**config.mk**
```make
export PLATFORM = sky130hd
export DESIGN_NAME = jpg_block_packer
export DESIGN_NICKNAME = d
export VERILOG_FILES = /design/src/rtl/jpg_block_packer.sv
export SDC_FILE = /design/constraint.sdc
export NUM_CORES = 1
export LEC_CHECK = 0
export ABC_AREA = 1
export CAP_MARGIN = 30
export CORE_MARGIN = 3
export CORE_UTILIZATION = 37
export CTS_CLUSTER_DIAMETER = 30
export DETAILED_ROUTE_END_ITERATION = 6
export SLEW_MARGIN = 40
export SYNTH_ARGS = -nofsm -noshare
export SYNTH_HDL_FRONTEND = slang
export SYNTH_SLANG_ARGS = --single-unit
export TNS_END_PERCENT = 10
```
**constraint.sdc**
```tcl
create_clock -name axis_aclk -period 6.3 [get_ports axis_aclk]
set_input_delay 0.945 -clock axis_aclk [delete_from_list [all_inputs] [get_ports axis_aclk]]
set_output_delay 0.945 -clock axis_aclk [all_outputs]
set_load 0.01 [all_outputs]
```
**src/rtl/jpg_block_packer.sv**
```systemverilog
// Buffers one 8x8 interleaved RGB block and re-emits it as R, G, B planar AXIS packets.
// Define JPG_PACKER_PINGPONG_EN for a two-bank buffer that overlaps filling with sending.
module jpg_block_packer #(
  parameter int unsigned PIXEL_BITS             = 8,
  parameter int unsigned DATA_DEPTH             = 8,
  parameter int unsigned PIXEL_COUNT            = DATA_DEPTH * DATA_DEPTH,
  parameter int unsigned C_M00_AXIS_TDATA_WIDTH = 4 * PIXEL_BITS
) (
  input  logic                                axis_aclk,
  input  logic                                axis_areset,
  input  logic [3*PIXEL_BITS-1:0]             s00_axis_tdata,
  input  logic                                s00_axis_tvalid,
  input  logic                                s00_axis_tlast,
  output logic                                s00_axis_tready,
  output logic [C_M00_AXIS_TDATA_WIDTH-1:0]   m00_axis_tdata,
  output logic [C_M00_AXIS_TDATA_WIDTH/8-1:0] m00_axis_tstrb,
  output logic                                m00_axis_tvalid,
  output logic                                m00_axis_tlast,
  input  logic                                m00_axis_tready,
  output logic                                err_framing
);
  localparam int unsigned CW    = $clog2(PIXEL_COUNT);
  localparam int unsigned WORDS = PIXEL_COUNT / 4;
  localparam int unsigned WW    = $clog2(WORDS);
`ifdef JPG_PACKER_PINGPONG_EN
  localparam int unsigned AW = CW + 1;
`else
  localparam int unsigned AW = CW;
`endif
  localparam logic [CW-1:0] LAST_PIX  = CW'(PIXEL_COUNT - 1);
  localparam logic [WW-1:0] LAST_WORD = WW'(WORDS - 1);

  logic [3*PIXEL_BITS-1:0]           mem [0:(2**AW)-1];
  logic                              run;
  logic [CW-1:0]                     pix_cnt;
  logic                              s_hs, term, m_hs;
  logic [AW-1:0]                     wr_addr, rd_addr;
  logic [CW:0]                       rd_len;
  logic [WW-1:0]                     gen_word;
  logic [1:0]                        gen_plane;
  logic                              gen_valid, issue, gen_last;
  logic [CW-1:0]                     rd_idx;
  logic [3*PIXEL_BITS-1:0]           rd_pix;
  logic [C_M00_AXIS_TDATA_WIDTH-1:0] gen_data, p_data;
  logic                              p_valid, p_last, p_free, o_load;

  assign s_hs           = s00_axis_tvalid && s00_axis_tready;
  assign term           = s_hs && (s00_axis_tlast || pix_cnt == LAST_PIX);
  assign m_hs           = m00_axis_tvalid && m00_axis_tready;
  assign o_load         = p_valid && (!m00_axis_tvalid || m00_axis_tready);
  assign p_free         = !p_valid || o_load;
  assign issue          = gen_valid && p_free;
  assign gen_last       = issue && gen_plane == 2'd2 && gen_word == LAST_WORD;
  assign m00_axis_tstrb = '1;

`ifdef JPG_PACKER_PINGPONG_EN
  logic        fill_bank, send_bank;
  logic [1:0]  bank_full;
  logic [CW:0] fill_len [0:1];

  assign s00_axis_tready = run && !bank_full[fill_bank];
  assign gen_valid       = bank_full[send_bank];
  assign rd_len          = fill_len[send_bank];
  assign wr_addr         = {fill_bank, pix_cnt};

  // A bank is released once its last word has moved into the prefetch stage,
  // so the next bank can issue on the very next cycle.
  always_ff @(posedge axis_aclk) begin
    if (axis_areset) begin
      fill_bank   <= 1'b0;
      send_bank   <= 1'b0;
      bank_full   <= '0;
      fill_len[0] <= '0;
      fill_len[1] <= '0;
    end else begin
      if (term) begin
        bank_full[fill_bank] <= 1'b1;
        fill_bank            <= !fill_bank;
        fill_len[fill_bank]  <= (CW+1)'(pix_cnt) + (CW+1)'(1);
      end
      if (gen_last) begin
        bank_full[send_bank] <= 1'b0;
        send_bank            <= !send_bank;
      end
    end
  end
`else
  localparam logic [1:0] FILL = 2'd0, SEND_R = 2'd1, SEND_G = 2'd2, SEND_B = 2'd3;
  logic [1:0]  state;
  logic        gen_on;
  logic [CW:0] fill_len;

  assign s00_axis_tready = run && state == FILL;
  assign gen_valid       = gen_on;
  assign rd_len          = fill_len;
  assign wr_addr         = pix_cnt;

  // The word generator runs ahead of the output; state follows delivered planes.
  always_ff @(posedge axis_aclk) begin
    if (axis_areset) begin
      state    <= FILL;
      gen_on   <= 1'b0;
      fill_len <= '0;
    end else begin
      if (term) begin
        gen_on   <= 1'b1;
        fill_len <= (CW+1)'(pix_cnt) + (CW+1)'(1);
      end else if (gen_last) begin
        gen_on <= 1'b0;
      end
      case (state)
        FILL:   if (term) state <= SEND_R;
        SEND_R: if (m_hs && m00_axis_tlast) state <= SEND_G;
        SEND_G: if (m_hs && m00_axis_tlast) state <= SEND_B;
        SEND_B: if (m_hs && m00_axis_tlast) state <= FILL;
      endcase
    end
  end
`endif

  // Pixels past the received length read as zero, which zero-fills short blocks.
  always_comb begin
    gen_data = '0;
    rd_idx   = '0;
    rd_addr  = '0;
    rd_pix   = '0;
    for (int unsigned k = 0; k < 4; k++) begin
      rd_idx = {gen_word, 2'(k)};
`ifdef JPG_PACKER_PINGPONG_EN
      rd_addr = {send_bank, rd_idx};
`else
      rd_addr = rd_idx;
`endif
      rd_pix = mem[rd_addr];
      if ({1'b0, rd_idx} < rd_len)
        gen_data[k*PIXEL_BITS +: PIXEL_BITS] = rd_pix[gen_plane*PIXEL_BITS +: PIXEL_BITS];
    end
  end

  always_ff @(posedge axis_aclk) begin
    if (s_hs) mem[wr_addr] <= s00_axis_tdata;
  end

  always_ff @(posedge axis_aclk) begin
    if (axis_areset) begin
      run             <= 1'b0;
      pix_cnt         <= '0;
      err_framing     <= 1'b0;
      gen_word        <= '0;
      gen_plane       <= '0;
      p_valid         <= 1'b0;
      p_last          <= 1'b0;
      p_data          <= '0;
      m00_axis_tvalid <= 1'b0;
      m00_axis_tlast  <= 1'b0;
      m00_axis_tdata  <= '0;
    end else begin
      run <= 1'b1;
      if (s_hs) pix_cnt <= term ? '0 : pix_cnt + CW'(1);
      if (term && (s00_axis_tlast != (pix_cnt == LAST_PIX))) err_framing <= 1'b1;

      if (issue) begin
        if (gen_word == LAST_WORD) begin
          gen_word  <= '0;
          gen_plane <= (gen_plane == 2'd2) ? 2'd0 : gen_plane + 2'd1;
        end else begin
          gen_word <= gen_word + WW'(1);
        end
      end

      if (issue) begin
        p_valid <= 1'b1;
        p_data  <= gen_data;
        p_last  <= gen_word == LAST_WORD;
      end else if (o_load) begin
        p_valid <= 1'b0;
      end

      if (o_load) begin
        m00_axis_tvalid <= 1'b1;
        m00_axis_tdata  <= p_data;
        m00_axis_tlast  <= p_last;
      end else if (m_hs) begin
        m00_axis_tvalid <= 1'b0;
      end
    end
  end
endmodule
```
# Word-level counts from Yosys, hierarchy flattened
# Memories as Yosys holds them, arrays and structs flattened. A register that Yosys moved wholly into a read port is not among the register bits.
# Cells that the tools add are included.
[totals]
ram_bits = 1536
inputBits = 29
reg_bits = 92
n_memories = 1
word_cells = 88
[op_classes]
shifts = 4
eq_ne = 11
n_mux = 29
add_sub_neg = 4
reduce_logical = 21
magnitude_cmp = 4
[memory_table]
columns = ["memory", "words", "word_bits", "rd", "rd_clocked_by_memory_dff", "wr", "line", "rtl"]
rows = [
  ["mem", 64, 24, 4, 4, 1, "33", "logic [3*PIXEL_BITS-1:0] mem [0:(2**AW)-1];"],
]
[op_table]
columns = ["cell", "n"]
rows = [
  ["$shiftx A24 B6 Y8", 4],
  ["$mux W6", 9],
  ["$mux W8", 4],
  ["$lt A6 B7 Y1", 4],
  ["$logic_and A1 B1 Y1", 10],
  ["$mux W2", 5],
  ["$mux W1", 9],
  ["$ne A2 B2 Y1 const B", 4],
  ["$pmux W2 S4", 1],
  ["$add A6 B1 Y7 const B", 1],
  ["$add A6 B1 Y6 const B", 1],
  ["$eq A2 B2 Y1 const B", 3],
  ["$eq A6 B6 Y1 const B", 1],
  ["$reduce_bool A2 Y1", 3],
  ["$add A4 B1 Y4 const B", 1],
  ["$eq A4 B4 Y1 const B", 1],
  ["$mux W4", 1],
  ["$reduce_and A4 Y1", 1],
  ["$logic_or A1 B1 Y1", 3],
  ["$add A2 B1 Y2 const B", 1],
  ["$eq A2 B1 Y1 const B", 1],
  ["$logic_not A1 Y1", 2],
  ["$logic_not A2 Y1", 1],
  ["$reduce_and A2 Y1", 1],
  ["$ne A1 B1 Y1", 1],
]

# Depth between registers and ports, before layout
[depth]
word_depth = 9
mapped_depth = 14

# Least setup slack after synthesis
# Ideal clock, no wire load.
[synth_path]
path_type = "input-to-reg"
startpoint = "input s00_axis_tvalid"
endpoint = "memory mem[13][0] (netlist name), enable pin"
setup_time_ns = 0.405
t_arrival_ns = 2.586
path_stages = 4
slack_ns = 3.309
path_buffers = 0
path_cell_list = "nand2_1 nor2_1 nand3_1 nor2_1"
[synth_via]
elab_chain_cells = 3
[synth_rtl]
columns = ["element", "line", "rtl"]
rows = [
  ["start: declaration", "12", "input logic s00_axis_tvalid,"],
  ["$logic_and A1 B1 Y1", "47", "assign s_hs = s00_axis_tvalid && s00_axis_tready;"],
  ["$mux W1", "141", "if (s_hs) mem[wr_addr] <= s00_axis_tdata;"],
  ["$mux W1 (not written as such)", "141", ""],
  ["end: declaration", "33", ""],
]
# No other way between the ends.

==> impl_metrics.py <==
metrics = {
    "worst_setup_path": {
        "slowest_delay_ns": 0.72,
        "path_cells": "inv_16 -> buf_16 -> buf_4 -> nand2_1 -> nand2_1 -> nand2_1 -> nand3_1 -> nand3_1 -> nand2_1 -> nand2_1 -> nand3_1 -> nand2_1 -> a21oi_1",
        "critPathLaunchType": "flop",
        "critPathRequiredTime_ns": 7.12,
        "end_kind": "flop",
        "r2r_cells": 13,
        "critPathKind": "reg2reg",
        "critPathSlowestCell": "buf_4",
        "crit_arrival_ns": 4.27,
        "crit_fanout": 134,
        "crit_path_frequent_cell": "nand2_1",
    },
    "global_routing": {
        "track_usage_pct": 19.2,
        "antenna_found_initial": 14,
        "grt_pass1_vias": 45727,
        "grt_pass1_wl_mm": 280,
        "overflow": 0,
        "grt_start_max_net_pins": 202,
    },
    "power_and_ir_drop": {
        "netSwitchingFraction_pct": 22.6,
        "p_comb_share_pct": 6.1,
        "clockPowerShare_pct": 55.2,
        "p_per_area_mw_per_mm2": 371,
        "peakVddDrop_uv": 284,
        "power_w": 0.0310,
        "switchingPower_w": 0.00702,
        "p_leak_nw": 34.0,
        "power_frac_seq_pct": 38.7,
        "internal-power_w": 0.0240,
    },
    "logic_synthesis": {
        "synth.distinct_cells": 24,
        "ys_seq_area_share_pct": 69.6,
        "synth_cells": 6678,
        "ys_warn_count": 0,
        "mappedNetlistArea_mm2": 0.0691,
        "ys_ff_latch": 1632,
        "syn-mean-instance-area_um2": 10.3,
    },
    "clocking": {
        "cts_sinks": 1632,
        "cts_setup_buffers": 0,
        "cts_inserted_buffers": 339,
        "clockRootBuffer": "clkbuf_16",
        "clk_latency_ns": 0.90,
        "cts.clk_slew.worst_paths_ns": 0.05,
        "clock_path_buffers": 4,
        "htreeDepth": 5,
        "cts_resized": 0,
        "cts_tree": "done",
        "holdBufCountCts": 0,
    },
    "finish": {
        "final_core_util_pct": 45.4,
        "finalNetCount": 6912,
        "final_cell_mix": "nand2_1 (2244), edfxtp_1 (1536), nand3_1 (1068)",
        "fin_cells": 9592,
        "multiInputGateArea_mm2": 0.0160,
        "filler_cell_count": 16643,
        "drive_gt1_share_pct": 10.7,
        "syn_to_final_growth_pct": 21.3,
        "regArea_mm2": 0.0481,
        "final_common_cell": "nand2_1",
    },
    "floorplanning": {
        "chipHeight_um": 438,
        "dieArea_mm2": 0.192,
        "die_w_um": 438,
        "start_util_pct": 37.5,
        "rows": 157,
        "core_mm2": 0.184,
        "ioPinCount": 69,
    },
    "detailed_routing": {
        "detailroute.via_count": 47170,
        "wl_met2_mm": 86.1,
        "wl_met3_mm": 15.3,
        "via_per_inst": 4.92,
        "dr.first_iter.drc_count": 4853,
        "drt_first_pass_iters": 6,
        "met1_length_mm": 80.7,
        "drc": 0,
        "detail_route.wl_per_cell_um": 19.5,
        "drtAntennaViolNets": 0,
        "routed_wl_mm": 187,
        "top_layer_used": "met5",
    },
    "placed_design": {
        "dpl.hpwl_mm": 90.8,
        "dp_cells": 8984,
        "routabilityCongestion": 0.784,
        "place.port_buffers": 64,
    },
    "timing": {
        "finalSetupViolCount": 0,
        "hold_ws_ns": 0.459,
        "tns_ns": 0,
        "worst_pin_slew_ns": 0.908,
        "final_max_slew_viol_count": 0,
        "finalCriticalPeriod_ns": 3.45,
        "fmax_mhz": 290,
        "max-slew-margin-rel_pct": 39.3,
        "finalHoldViolCount": 0,
        "fin_crit_sh_pct": 54.8,
        "skew_ns": 0.0540,
        "rsz0062_at_grt": "no",
    },
    "flow_run": {
        "drv_cap": 0,
    },
    "run_status": {
        "outcome": "finished, final reports clean",
    },
    "hold_path": {
        "hold_path_depth": 2,
        "hp-class": "reg2reg",
    },
}
-- critical path, delay by kind of cell, from the launching register on --
| kind | cells | cell delay (ns) |
|---|---|---|
| compound gates | 1 | 0.15 |
| simple gates | 9 | 1.11 |
| buf+inv | 3 | 1.42 |
| flops | 1 | 0.49 |
-- worst paths after layout --
check / from / to / slack [ns]
max reg2reg: flop / p_data[18]$_SDFFE_PP0N_ / 2.85
min: gen_on$_SDFFE_PP0P_ / gen_on$_SDFFE_PP0P_ / 0.46
min reg2reg: gen_on$_SDFFE_PP0P_ / gen_on$_SDFFE_PP0P_ / 0.46
max: flop / p_data[18]$_SDFFE_PP0N_ / 2.85
-- area by class of cell --
| cell class | instances | share of cell area [%] |
|---|---|---|
| Inverter | 967 | 4.38 |
| Multi-Input combinational cell | 3728 | 19.1 |
| Clock inverter | 208 | 2.59 |
| Antenna cell | 4 | 0.0120 |
| Timing Repair Buffer | 202 | 2.24 |
| Sequential cell | 1632 | 57.4 |
| Tap cell | 2464 | 3.68 |
| Clock buffer | 387 | 10.6 |
-- flip-flops by register name, indices dropped and copies added (netlist names), named ones only --
signal and cells:
err_framing 1, fill_len 7, gen_on 1, gen_plane 2
gen_word 4, m00_axis_tdata 32, m00_axis_tlast 1, m00_axis_tvalid 1
mem 1536, p_data 32, p_last 1, p_valid 1
pix_cnt 6, run 1, state 2
-- logic make-up after synthesis --
group,count (synthesis),share of synthesized area (%)
xor gates and xnor gates,4,0.0507
AOI/OAI and AO/OA,168,1.36
adders and majority gates,13,0.236
and+or+nand+nor,3539,21.2
other,1,0.00543
DFF,1632,69.6
buffers and inverters,1321,7.59
-- stage by stage --
stage / cell area [um^2] / setup WS [ns]
floorplan: 69100 / 3.31
CTS: 83500 / 2.97
detailed placement: 72400 / 2.18
global route: 83700 / 2.62
global placement: 72400 / 2.19
finish: 83700 / 2.85
-- per-layer routing --
metal	track usage, %	up-vias
li1	-	22289
met1	26.3	22685
met2	30.5	1844
met3	3.98	342
met4	6.37	10
met5	0	-
-- Yosys cell counts --
| cell | number | share of area (%) |
|---|---|---|
| o21ai_0 | 76 | 0.55 |
| xor2_1 | 4 | 0.051 |
| nor3_1 | 3 | 0.022 |
| clkinv_1 | 2 | 0.011 |
| buf_2 | 126 | 0.91 |
| nor2_1 | 222 | 1.2 |
| nand4_1 | 2 | 0.018 |
| buf_6 | 5 | 0.082 |
| edfxtp_1 | 1536 | 67 |
| nand2_1 | 2244 | 12 |
| a211oi_1 | 6 | 0.065 |
| o31ai_1 | 1 | 0.011 |
| inv_2 | 1 | 0.0054 |
| buf_1 | 58 | 0.32 |
| nand3_1 | 1068 | 7.7 |
| inv_1 | 963 | 5.2 |
| o211ai_1 | 32 | 0.35 |
| dfxtp_1 | 96 | 2.8 |
| clkbuf_1 | 143 | 0.78 |
| buf_4 | 22 | 0.24 |
| a21oi_1 | 53 | 0.38 |
| inv_4 | 1 | 0.0091 |
| conb_1 | 1 | 0.0054 |
| ha_1 | 13 | 0.24 |
-- power by group through the flow --
stage	Sequential [W]	Combinational [W]	Clock [W]
after floorplan	0.0122	0.00118	0
after global placement	0.0122	0.00183	0
after detailed placement	0.0122	0.00187	0
after CTS	0.0120	0.00188	0.0174
after global routing	0.0120	0.00212	0.0179
final	0.0120	0.00190	0.0171
Note: power is estimated with default switching activity, not from simulation.
